## src/rtl/never8_pkg.sv

```systemverilog
// Shared widths, reset/halt constants and the fetch entry type for the Never8 fetch path.
package never8_pkg;

    localparam int ADDR_W = 8;
    localparam int DATA_W = 8;
    localparam logic [ADDR_W-1:0] RESET_PC    = 8'h00;
    localparam logic [DATA_W-1:0] HALT_OPCODE = 8'hFF;

    typedef struct packed {
        logic [DATA_W-1:0] instr;
        logic [ADDR_W-1:0] pc;
    } fetch_entry_t;

endpackage

```

## src/rtl/fetch_unit_if.sv

```systemverilog
// Program-memory and decoder-side bus of the fetch unit.
// master = fetch unit side, slave = memory/decoder side.
interface fetch_unit_if;
    import never8_pkg::*;

    logic [ADDR_W-1:0] mem_addr;
    logic [DATA_W-1:0] mem_data;
    logic [DATA_W-1:0] instr;
    logic [ADDR_W-1:0] instr_pc;
    logic              instr_valid;
    logic              instr_ready;
    logic              jump_en;
    logic [ADDR_W-1:0] jump_addr;
    logic              halted;

    modport master (
        output mem_addr,
        input  mem_data,
        output instr,
        output instr_pc,
        output instr_valid,
        input  instr_ready,
        input  jump_en,
        input  jump_addr,
        output halted
    );

    modport slave (
        input  mem_addr,
        output mem_data,
        input  instr,
        input  instr_pc,
        input  instr_valid,
        output instr_ready,
        output jump_en,
        output jump_addr,
        input  halted
    );

endinterface

```

## src/rtl/fetch_buffer.sv

```systemverilog
// Two-entry synchronous FIFO of {instr, pc} with flush; head is driven straight from storage registers.
module fetch_buffer
    import never8_pkg::*;
(
    input  logic         clk,
    input  logic         rst,
    input  logic         push,
    input  fetch_entry_t push_entry,
    input  logic         pop,
    input  logic         flush,
    output logic [1:0]   count,
    output fetch_entry_t head,
    output logic         head_valid
);

    fetch_entry_t entries [2];
    logic         rd_ptr;
    logic         wr_ptr;
    logic         do_push;
    logic         do_pop;

    assign do_pop  = pop && (count != 2'd0);
    // A push into a full buffer is only legal when the head leaves in the same cycle.
    assign do_push = push && ((count != 2'd2) || do_pop);

    always_ff @(posedge clk) begin
        if (rst) begin
            entries[0] <= '0;
            entries[1] <= '0;
            rd_ptr     <= 1'b0;
            wr_ptr     <= 1'b0;
            count      <= 2'd0;
        end else if (flush) begin
            rd_ptr <= 1'b0;
            wr_ptr <= 1'b0;
            count  <= 2'd0;
        end else begin
            if (do_push) begin
                entries[wr_ptr] <= push_entry;
                wr_ptr          <= ~wr_ptr;
            end
            if (do_pop) begin
                rd_ptr <= ~rd_ptr;
            end
            count <= count + {1'b0, do_push} - {1'b0, do_pop};
        end
    end

    assign head       = entries[rd_ptr];
    assign head_valid = (count != 2'd0);

endmodule

```

## src/rtl/fetch_unit.sv

```systemverilog
// Never8 instruction fetch: PC, issue control, in-flight tracking over a 1-cycle-latency memory.
// Optional halt-on-opcode behaviour is enabled with the FETCH_HALT_EN macro.
module fetch_unit
    import never8_pkg::*;
(
    input  logic        clk,
    input  logic        rst,
    fetch_unit_if.master bus
);

    logic [ADDR_W-1:0] pc;
    logic [ADDR_W-1:0] inflight_pc;
    logic              inflight;
    logic              halted;
    logic              pop;
    logic              push;
    logic              issue;
    logic [1:0]        count;
    logic [2:0]        occupancy;
    fetch_entry_t      push_entry;
    fetch_entry_t      head;
    logic              head_valid;

    assign pop       = head_valid && bus.instr_ready;
    // Slots already claimed after this edge's pop; the returning word always has a home.
    assign occupancy = {1'b0, count} + {2'b00, inflight} - {2'b00, pop};
    assign issue     = !bus.jump_en && !halted && (occupancy < 3'd2);
    assign push      = inflight && !bus.jump_en;
    assign push_entry = fetch_entry_t'({bus.mem_data, inflight_pc});

    always_ff @(posedge clk) begin
        if (rst) begin
            pc          <= RESET_PC;
            inflight    <= 1'b0;
            inflight_pc <= '0;
        end else if (bus.jump_en) begin
            pc       <= bus.jump_addr;
            inflight <= 1'b0;
        end else begin
            inflight <= issue;
            if (issue) begin
                inflight_pc <= pc;
                pc          <= pc + 1'b1;
            end
        end
    end

`ifdef FETCH_HALT_EN
    // Halt latches when the halt opcode lands in the buffer; a redirect restarts fetch.
    always_ff @(posedge clk) begin
        if (rst) begin
            halted <= 1'b0;
        end else if (bus.jump_en) begin
            halted <= 1'b0;
        end else if (inflight && (bus.mem_data == HALT_OPCODE)) begin
            halted <= 1'b1;
        end
    end
`else
    assign halted = 1'b0;
`endif

    fetch_buffer u_buf (
        .clk       (clk),
        .rst       (rst),
        .push      (push),
        .push_entry(push_entry),
        .pop       (pop),
        .flush     (bus.jump_en),
        .count     (count),
        .head      (head),
        .head_valid(head_valid)
    );

    assign bus.mem_addr    = pc;
    assign bus.instr       = head.instr;
    assign bus.instr_pc    = head.pc;
    assign bus.instr_valid = head_valid;
    assign bus.halted      = halted;

endmodule

```

## src/flat_wrapper.sv

```systemverilog
// flat-port wrapper written by rule: the top's interface ports become plain ports
module fetch_unit_flat import never8_pkg::*;
  (clk, rst, bus_mem_addr, bus_mem_data, bus_instr, bus_instr_pc, bus_instr_valid, bus_instr_ready, bus_jump_en, bus_jump_addr, bus_halted);
  fetch_unit_if bus_i ();
  input  logic clk;
  input  logic rst;
  output wire logic [$bits(bus_i.mem_addr)-1:0] bus_mem_addr;
  input wire logic [$bits(bus_i.mem_data)-1:0] bus_mem_data;
  output wire logic [$bits(bus_i.instr)-1:0] bus_instr;
  output wire logic [$bits(bus_i.instr_pc)-1:0] bus_instr_pc;
  output wire logic [$bits(bus_i.instr_valid)-1:0] bus_instr_valid;
  input wire logic [$bits(bus_i.instr_ready)-1:0] bus_instr_ready;
  input wire logic [$bits(bus_i.jump_en)-1:0] bus_jump_en;
  input wire logic [$bits(bus_i.jump_addr)-1:0] bus_jump_addr;
  output wire logic [$bits(bus_i.halted)-1:0] bus_halted;
  assign bus_mem_addr = bus_i.mem_addr;
  assign bus_i.mem_data = bus_mem_data;
  assign bus_instr = bus_i.instr;
  assign bus_instr_pc = bus_i.instr_pc;
  assign bus_instr_valid = bus_i.instr_valid;
  assign bus_i.instr_ready = bus_instr_ready;
  assign bus_i.jump_en = bus_jump_en;
  assign bus_i.jump_addr = bus_jump_addr;
  assign bus_halted = bus_i.halted;
  fetch_unit u_core (.clk(clk), .rst(rst), .bus(bus_i));
endmodule
```

## config.mk

```make
export PLATFORM = sky130hd
export DESIGN_NAME = fetch_unit_flat
export DESIGN_NICKNAME = d
export VERILOG_FILES = /design/src/rtl/never8_pkg.sv /design/src/rtl/fetch_unit_if.sv /design/src/rtl/fetch_buffer.sv /design/src/rtl/fetch_unit.sv /design/src/flat_wrapper.sv
export SDC_FILE = /design/constraint.sdc
export NUM_CORES = 1
export LEC_CHECK = 0
export CAP_MARGIN = 20
export CORE_MARGIN = 4
export CORE_UTILIZATION = 55
export CTS_CLUSTER_SIZE = 25
export DETAILED_ROUTE_END_ITERATION = 8
export GPL_TIMING_DRIVEN = 0
export PLACE_DENSITY = 0.9
export SYNTH_ARGS = -nofsm -noshare
export SYNTH_HDL_FRONTEND = slang
export SYNTH_SLANG_ARGS = --single-unit
```

## constraint.sdc

```tcl
create_clock -name clk -period 5.7 [get_ports clk]
set_input_delay 1.71 -clock clk [delete_from_list [all_inputs] [get_ports clk]]
set_output_delay 1.71 -clock clk [all_outputs]
set_load 0.02 [all_outputs]
```

==> results of run 1 <==
-- final cells by class --
type,instances,area (um^2)
Tap cell,52,65.1
Multi-Input combinational cell,146,1070
Sequential cell,54,1400
Fill cell,348,1310
Timing Repair Buffer,42,420
Inverter,3,11.3
Clock buffer,6,72.6
Buffer,11,56.3
Clock inverter,2,13.8
-- metrics by stage --
stage,setup WS [ns],hold WS (ns),total power [mW],instance area (um^2)
4_1_cts,1.67,0.525,0.763,3110
3_5_place_dp,1.35,0.501,0.559,3020
5_1_grt,1.46,0.566,0.791,3110
6_report,1.67,0.519,0.761,3110
2_1_floorplan,2.05,0.470,0.511,2540
3_3_place_gp,1.37,0.482,0.555,3020
-- flip-flops by register name, indices dropped and copies added, names as in the netlist, named ones only --
name	cells
u_core.inflight	1
u_core.u_buf.rd_ptr	1
u_core.inflight_pc	8
u_core.u_buf.count	2
u_core.u_buf.wr_ptr	1
u_core.u_buf.entries	32
u_core.bus.mem_addr	8
-- final timing paths --
kind                               from                      to  slack [ns]  depth (start not counted)
hold / removal    u_core.inflight_pc[4]   u_core.inflight_pc[4]        0.52                          2
hold reg to reg   u_core.inflight_pc[4]   u_core.inflight_pc[4]        0.52                          2
setup reg to reg  u_core.u_buf.count[1]  u_core.bus.mem_addr[2]        2.77                         11
setup / recovery        bus_instr_ready  u_core.bus.mem_addr[2]        1.67                         10
-- layer usage --
| layer | wire length (um) | part of all wire, % |
|---|---|---|
| met4 | 95 | 2.0 |
| met5 | 0 | 0 |
| met2 | 2390 | 50 |
| met1 | 2010 | 42 |
| met3 | 247 | 5.2 |
-- power groups by stage --
stage          Combinational (mW)  Clock [mW]  Sequential, mW
3_3_place_gp                0.103           0           0.452
3_5_place_dp                0.106           0           0.453
2_1_floorplan              0.0565           0           0.454
4_1_cts                     0.106       0.212           0.444
6_report                    0.105       0.212           0.444
5_1_grt                     0.114       0.230           0.448
-- worst register-to-register path, stage by stage (launching register included) --
cell and delay, ns:
dfxtp_1 0.34, buf_6 0.15, or2_2 0.30, nand2_1 0.12, inv_1 0.06, ha_1 0.27
nand2b_1 0.15, fa_1 0.48, clkbuf_1 0.27, nand2_1 0.14, or3_1 0.33, a311oi_1 0.25
-- placed cells by master (no fill, tap or decap), types with 3 or more instances in the layout --
master           instances
mux2_2                  16
clkbuf_1                 7
nand2b_1                12
clkbuf_8                 5
mux2i_1                  9
xnor2_1                  3
nand3_1                  3
a211oi_1                 4
nor3_1                   5
dfxtp_1                 22
and2_1                  17
clkdlybuf4s50_1         42
ha_1                     3
edfxtp_1                32
xor2_1                   6
buf_2                    3
nor2_1                  30
nand2_1                  7
-- kinds of logic (layout without fill, tap and decap cells) --
kind of cell	Yosys count	count (layout)
simple gates	92	92
flops	54	54
mux	25	25
buf+inv	14	64
compound gates	13	13
xor+xnor	11	11
fa+ha+maj	4	4
other cells	1	1
==> results.yml, run 1 <==
timing:
  tightest_slew_ns: 0.799
  fmax_mhz: 248
  fin_setup_tns_ns: 0
  rsz0062_at_grt: "no"
  setup_violations: 0
  drv_slew: 0
  slew_headroom_pct: 46.8
  finalHoldViolations: 0
  finalCriticalPeriod_ns: 4.03
  skew_ns: 0.00834
  period_share_pct: 70.8
floorplanning:
  die-width_um: 75.9
  die_area_um2: 5760
  die_height_um: 75.9
  core_um2: 4410
  ios: 46
  start_util_pct: 57.5
  rows: 24
clock_tree:
  post_cts_buffers: 0
  cts_hold_buffers: 0
  clock_latency_ns: 0.31
  cts_buffer_depth: 2
  cts_tree: "yes"
  cts_made_buffers: 5
  numClockSinks: 54
  h-tree-depth: 2
  cts-resized-gates: 0
  path_clk_slew_ns: 0.09
  clockRootBuffer: "clkbuf_8"
final_layout:
  drive_gt1_share_pct: 14.8
  fin_cells: 316
  nNetsFinal: 287
  fin_util_pct: 70.4
  syn2layout_area_growth_pct: 22.5
  diodes: 0
critical_path:
  worst_setup_path_start_kind: "primary input"
  critPathRequiredTime_ns: 5.92
  cp_slowest_cell: "clkdlybuf4s50_1"
  endpoint_kind: "flip-flop"
  crit_buf_inv: 3
  worst_path_dominant_cell_family: "buffers and inverters"
  path_cells: "clkdlybuf4s50_1 -> nand2_1 -> inv_1 -> ha_1 -> nand2b_1 -> fa_1 -> clkbuf_1 -> nand2_1 -> or3_1 -> a311oi_1"
  cp_max_fo: 7
  crit_path_max_incr_delay_ns: 0.53
  path_common_cell: "nand2_1"
  cp_data_arrival_time_ns: 4.26
  crit_type: "in -> reg"
hold_path:
  hp-class: "reg -> reg"
outcome:
  status: "complete, no violations"
logic_synthesis:
  synth_commonest_cells: "edfxtp_1, nor2_1, dfxtp_1, and2_1, mux2_2"
  yosysTopAreaCell: "edfxtp_1"
  synth_most_common_cell: "edfxtp_1"
  synthArstFlopShare_pct: 0
  seq_area_frac_synth_pct: 55.3
  muxShareOfSynthArea_pct: 10.7
  synth_top_family_by_area: "simple AND/OR/NAND/NOR gates"
  yosys.cell_types.count: 44
  syn-cell-area_um2: 2540
  syn_nets: 238
  synth-xor-area-share_pct: 4.83
  synth_fa_ha_area_share_pct: 2.27
  syn_avg_cell_area_um2: 11.9
  ys_warn_count: 0
  synth_ff_type: "edfxtp_1"
  synthSimpleGateAreaFrac_pct: 20.6
  synthDominantCellAreaShare_pct: 37.9
  synth_area_leaders: "edfxtp_1, dfxtp_1, mux2_2, nor2_1, and2_1"
  ys_ff_latch: 54
  postSynthCellCount: 214
  synth-edff-count: 32
  synth-compound-area-share_pct: 3.55
power:
  netSwitchingPower_mw: 0.191
  power_frac_seq_pct: 58.4
  p_comb_share_pct: 13.8
  switching_share_pct: 25.1
  p_clk_share_pct: 27.8
  max-vdd-ir-drop_v: 0.000143
  p_leak_nw: 1.17
  internal_power_mw: 0.570
  power.density_nw_per_um2: 245
placed_design:
  port-buffer-count: 42
  globalplace.congestion: 0.844
  dp_cells: 308
  hpwl_um: 3370
global_route:
  grt.busiest_layer: "met2"
  first_global_vias: 1730
  met2_usage_pct: 29.3
  grt_overflow: 0
  antenna_found_initial: 0
  grtUsageTotal_pct: 17.5
  grt_pass1_wl_um: 8200
  grt_max_degree: 17
  met1_usage_pct: 21.8
  grt_use_met3_pct: 4.15
drt:
  detail_route.wirelength_um: 4740
  route.vias.total: 1715
  wire_per_inst_um: 15.0
  drtPass1Iterations: 4
  drtIter0Drc: 79
  drc: 0
  antenna_left: 0
  via_per_inst: 5.43
run:
  drv_cap: 0
Note: power is estimated with default switching activity, not from simulation.
==> run 2: changes to the inputs <==
CORE_UTILIZATION = 52   (was 55)
PLACE_DENSITY = 0.86   (was 0.9)
clock period = 4.1 ns   (was 5.7 ns; I/O delays follow)
==> run 2 against run 1 <==
Net effect: power increased by 48%; final area increased by 1.4%; critical path depth unchanged; count of clock-buffer cells in the layout decreased by 1; sequential share of layout area decreased by 0.63 points; clock skew increased by 0.0026 ns; sequential cell count unchanged; sequential power increased by 39%; die area increased by 5.1%; critical endpoint unchanged; largest power group unchanged.
==> results.yml, run 2 (same netlist as run 1, synthesis figures left out) <==
outcome:
  status: "complete, no violations"
timing:
  slew_headroom_pct: 49.0
  setup_violations: 0
  period_share_pct: 87.9
  finalHoldViolations: 0
  fmax_mhz: 277
  drv_slew: 0
  fin_setup_tns_ns: 0
  rsz0062_at_grt: "no"
  skew_ns: 0.0110
  tightest_slew_ns: 0.765
  finalCriticalPeriod_ns: 3.61
clock_tree:
  cts_hold_buffers: 0
  clock_latency_ns: 0.31
  post_cts_buffers: 0
  cts_buffer_depth: 2
  cts-resized-gates: 0
  clockRootBuffer: "clkbuf_8"
  path_clk_slew_ns: 0.09
  h-tree-depth: 2
  numClockSinks: 54
  cts_tree: "yes"
  cts_made_buffers: 5
power:
  netSwitchingPower_mw: 0.269
  p_comb_share_pct: 13.1
  internal_power_mw: 0.854
  power.density_nw_per_um2: 356
  max-vdd-ir-drop_v: 0.000185
  power_frac_seq_pct: 55.1
  p_clk_share_pct: 31.8
  switching_share_pct: 23.9
  p_leak_nw: 1.19
placed_design:
  port-buffer-count: 42
  hpwl_um: 3590
  globalplace.congestion: 0.793
  dpl_cell_area_um2: 3040
global_route:
  grt_pass1_wl_um: 8580
  grt_max_degree: 18
  antenna_found_initial: 0
  grtUsageTotal_pct: 18.1
  grt_overflow: 0
  first_global_vias: 1875
floorplanning:
  die-width_um: 77.8
  rows: 25
  ios: 46
  die_height_um: 77.8
  die_area_um2: 6060
  start_util_pct: 53.7
  core_um2: 4720
final_layout:
  nNetsFinal: 287
  syn2layout_area_growth_pct: 24.3
  largest_register_ffs: 32
  fin_area_um2: 3150
  final_cell_mix: "clkdlybuf4s50_1, edfxtp_1, nor2_1"
  num-fill-cells: 359
  diodes: 0
  drive_gt1_share_pct: 14.8
  mostFrequentLayoutCell: "clkdlybuf4s50_1"
  regMostFlops: "u_core.u_buf.entries"
  multi_input_area_um2: 1070
  regArea_um2: 1400
drt:
  wire_per_inst_um: 15.0
  via_per_inst: 5.19
  drtPass1Iterations: 4
  antenna_left: 0
  drc: 0
  route.vias.total: 1717
  detail_route.wirelength_um: 4960
  drtIter0Drc: 59
critical_path:
  endpoint_kind: "flip-flop"
  crit_type: "in -> reg"
  critPathRequiredTime_ns: 4.33
  cp_data_arrival_time_ns: 3.84
  r2r_start: "u_core.u_buf.count[1]"
  reg2regPathDepth: 11
  worstSetupStartpoint: "bus_instr_ready"
  regToRegSetupSlack_ns: 1.12
  cp_max_fo: 7
  worst_setup_path_start_kind: "primary input"
hold_path:
  holdCritStartpoint: "u_core.inflight_pc[3]"
  min_path_cells: 2
  hp-class: "reg -> reg"
run:
  drv_cap: 0
-- run 2: cell count changes in the layout (fill, tap and decap cells not counted) --
cell,previous run,this run
bufinv_16,0,1
clkbuf_1,7,6
clkinv_1,1,2
clkinv_4,1,0
clkinvlp_2,1,0
inv_6,0,1
-- run 2: metrics by stage --
stage | util (%) | total power [mW] | setup slack (ns) | cells | hold WS [ns]
finish | 66.7 | 1.12 | 0.494 | 331 | 0.532
detailed placement | 64.4 | 0.779 | 0.178 | 323 | 0.512
floorplan | - | 0.710 | 0.925 | 214 | 0.470
CTS | 66.7 | 1.13 | 0.487 | 331 | 0.540
global route | 66.7 | 1.17 | 0.303 | 331 | 0.571
global placement | 64.4 | 0.772 | 0.243 | 323 | 0.483
-- run 2: final cells by class --
class,count,share of cell area [%]
timing repair buffer,42,13.3
clock inverter,3,1.35
clock buffer,5,2.18
inverter,3,0.357
sequential,54,44.5
buffer,11,1.79
tap,67,2.66
multi-input combinational,146,33.9
-- run 2: power groups by stage --
stage               clock (mW)  sequential (mW)  combinational [mW]
floorplan                    0            0.632              0.0786
global placement             0            0.629               0.143
detailed placement           0            0.631               0.148
CTS                      0.359            0.619               0.149
global route             0.385            0.622               0.160
finish                   0.357            0.619               0.147
-- run 2: path summary, 6_finish.rpt --
path | endpoint
max | u_core.bus.mem_addr[2]
min | u_core.inflight_pc[3]
max reg2reg | u_core.bus.mem_addr[2]
min reg2reg | u_core.inflight_pc[3]
-- run 2: critical path: stages --
cell and delay [ns]:
clkdlybuf4s50_1 0.54, nand2_1 0.12, inv_1 0.08, ha_1 0.22, nand2b_1 0.15, fa_1 0.49, clkbuf_1 0.29, nand2_1 0.14
or3_1 0.32, a311oi_1 0.25
-- run 2: layer usage --
metal / global-route usage [%] / share of wire [%] / vias up
li1: - / - / 844
met1: 19.1 / 42 / 822
met2: 33.6 / 52 / 42
met3: 4.41 / 4.0 / 9
met4: 8.36 / 2.0 / 0
met5: 0 / 0 / -
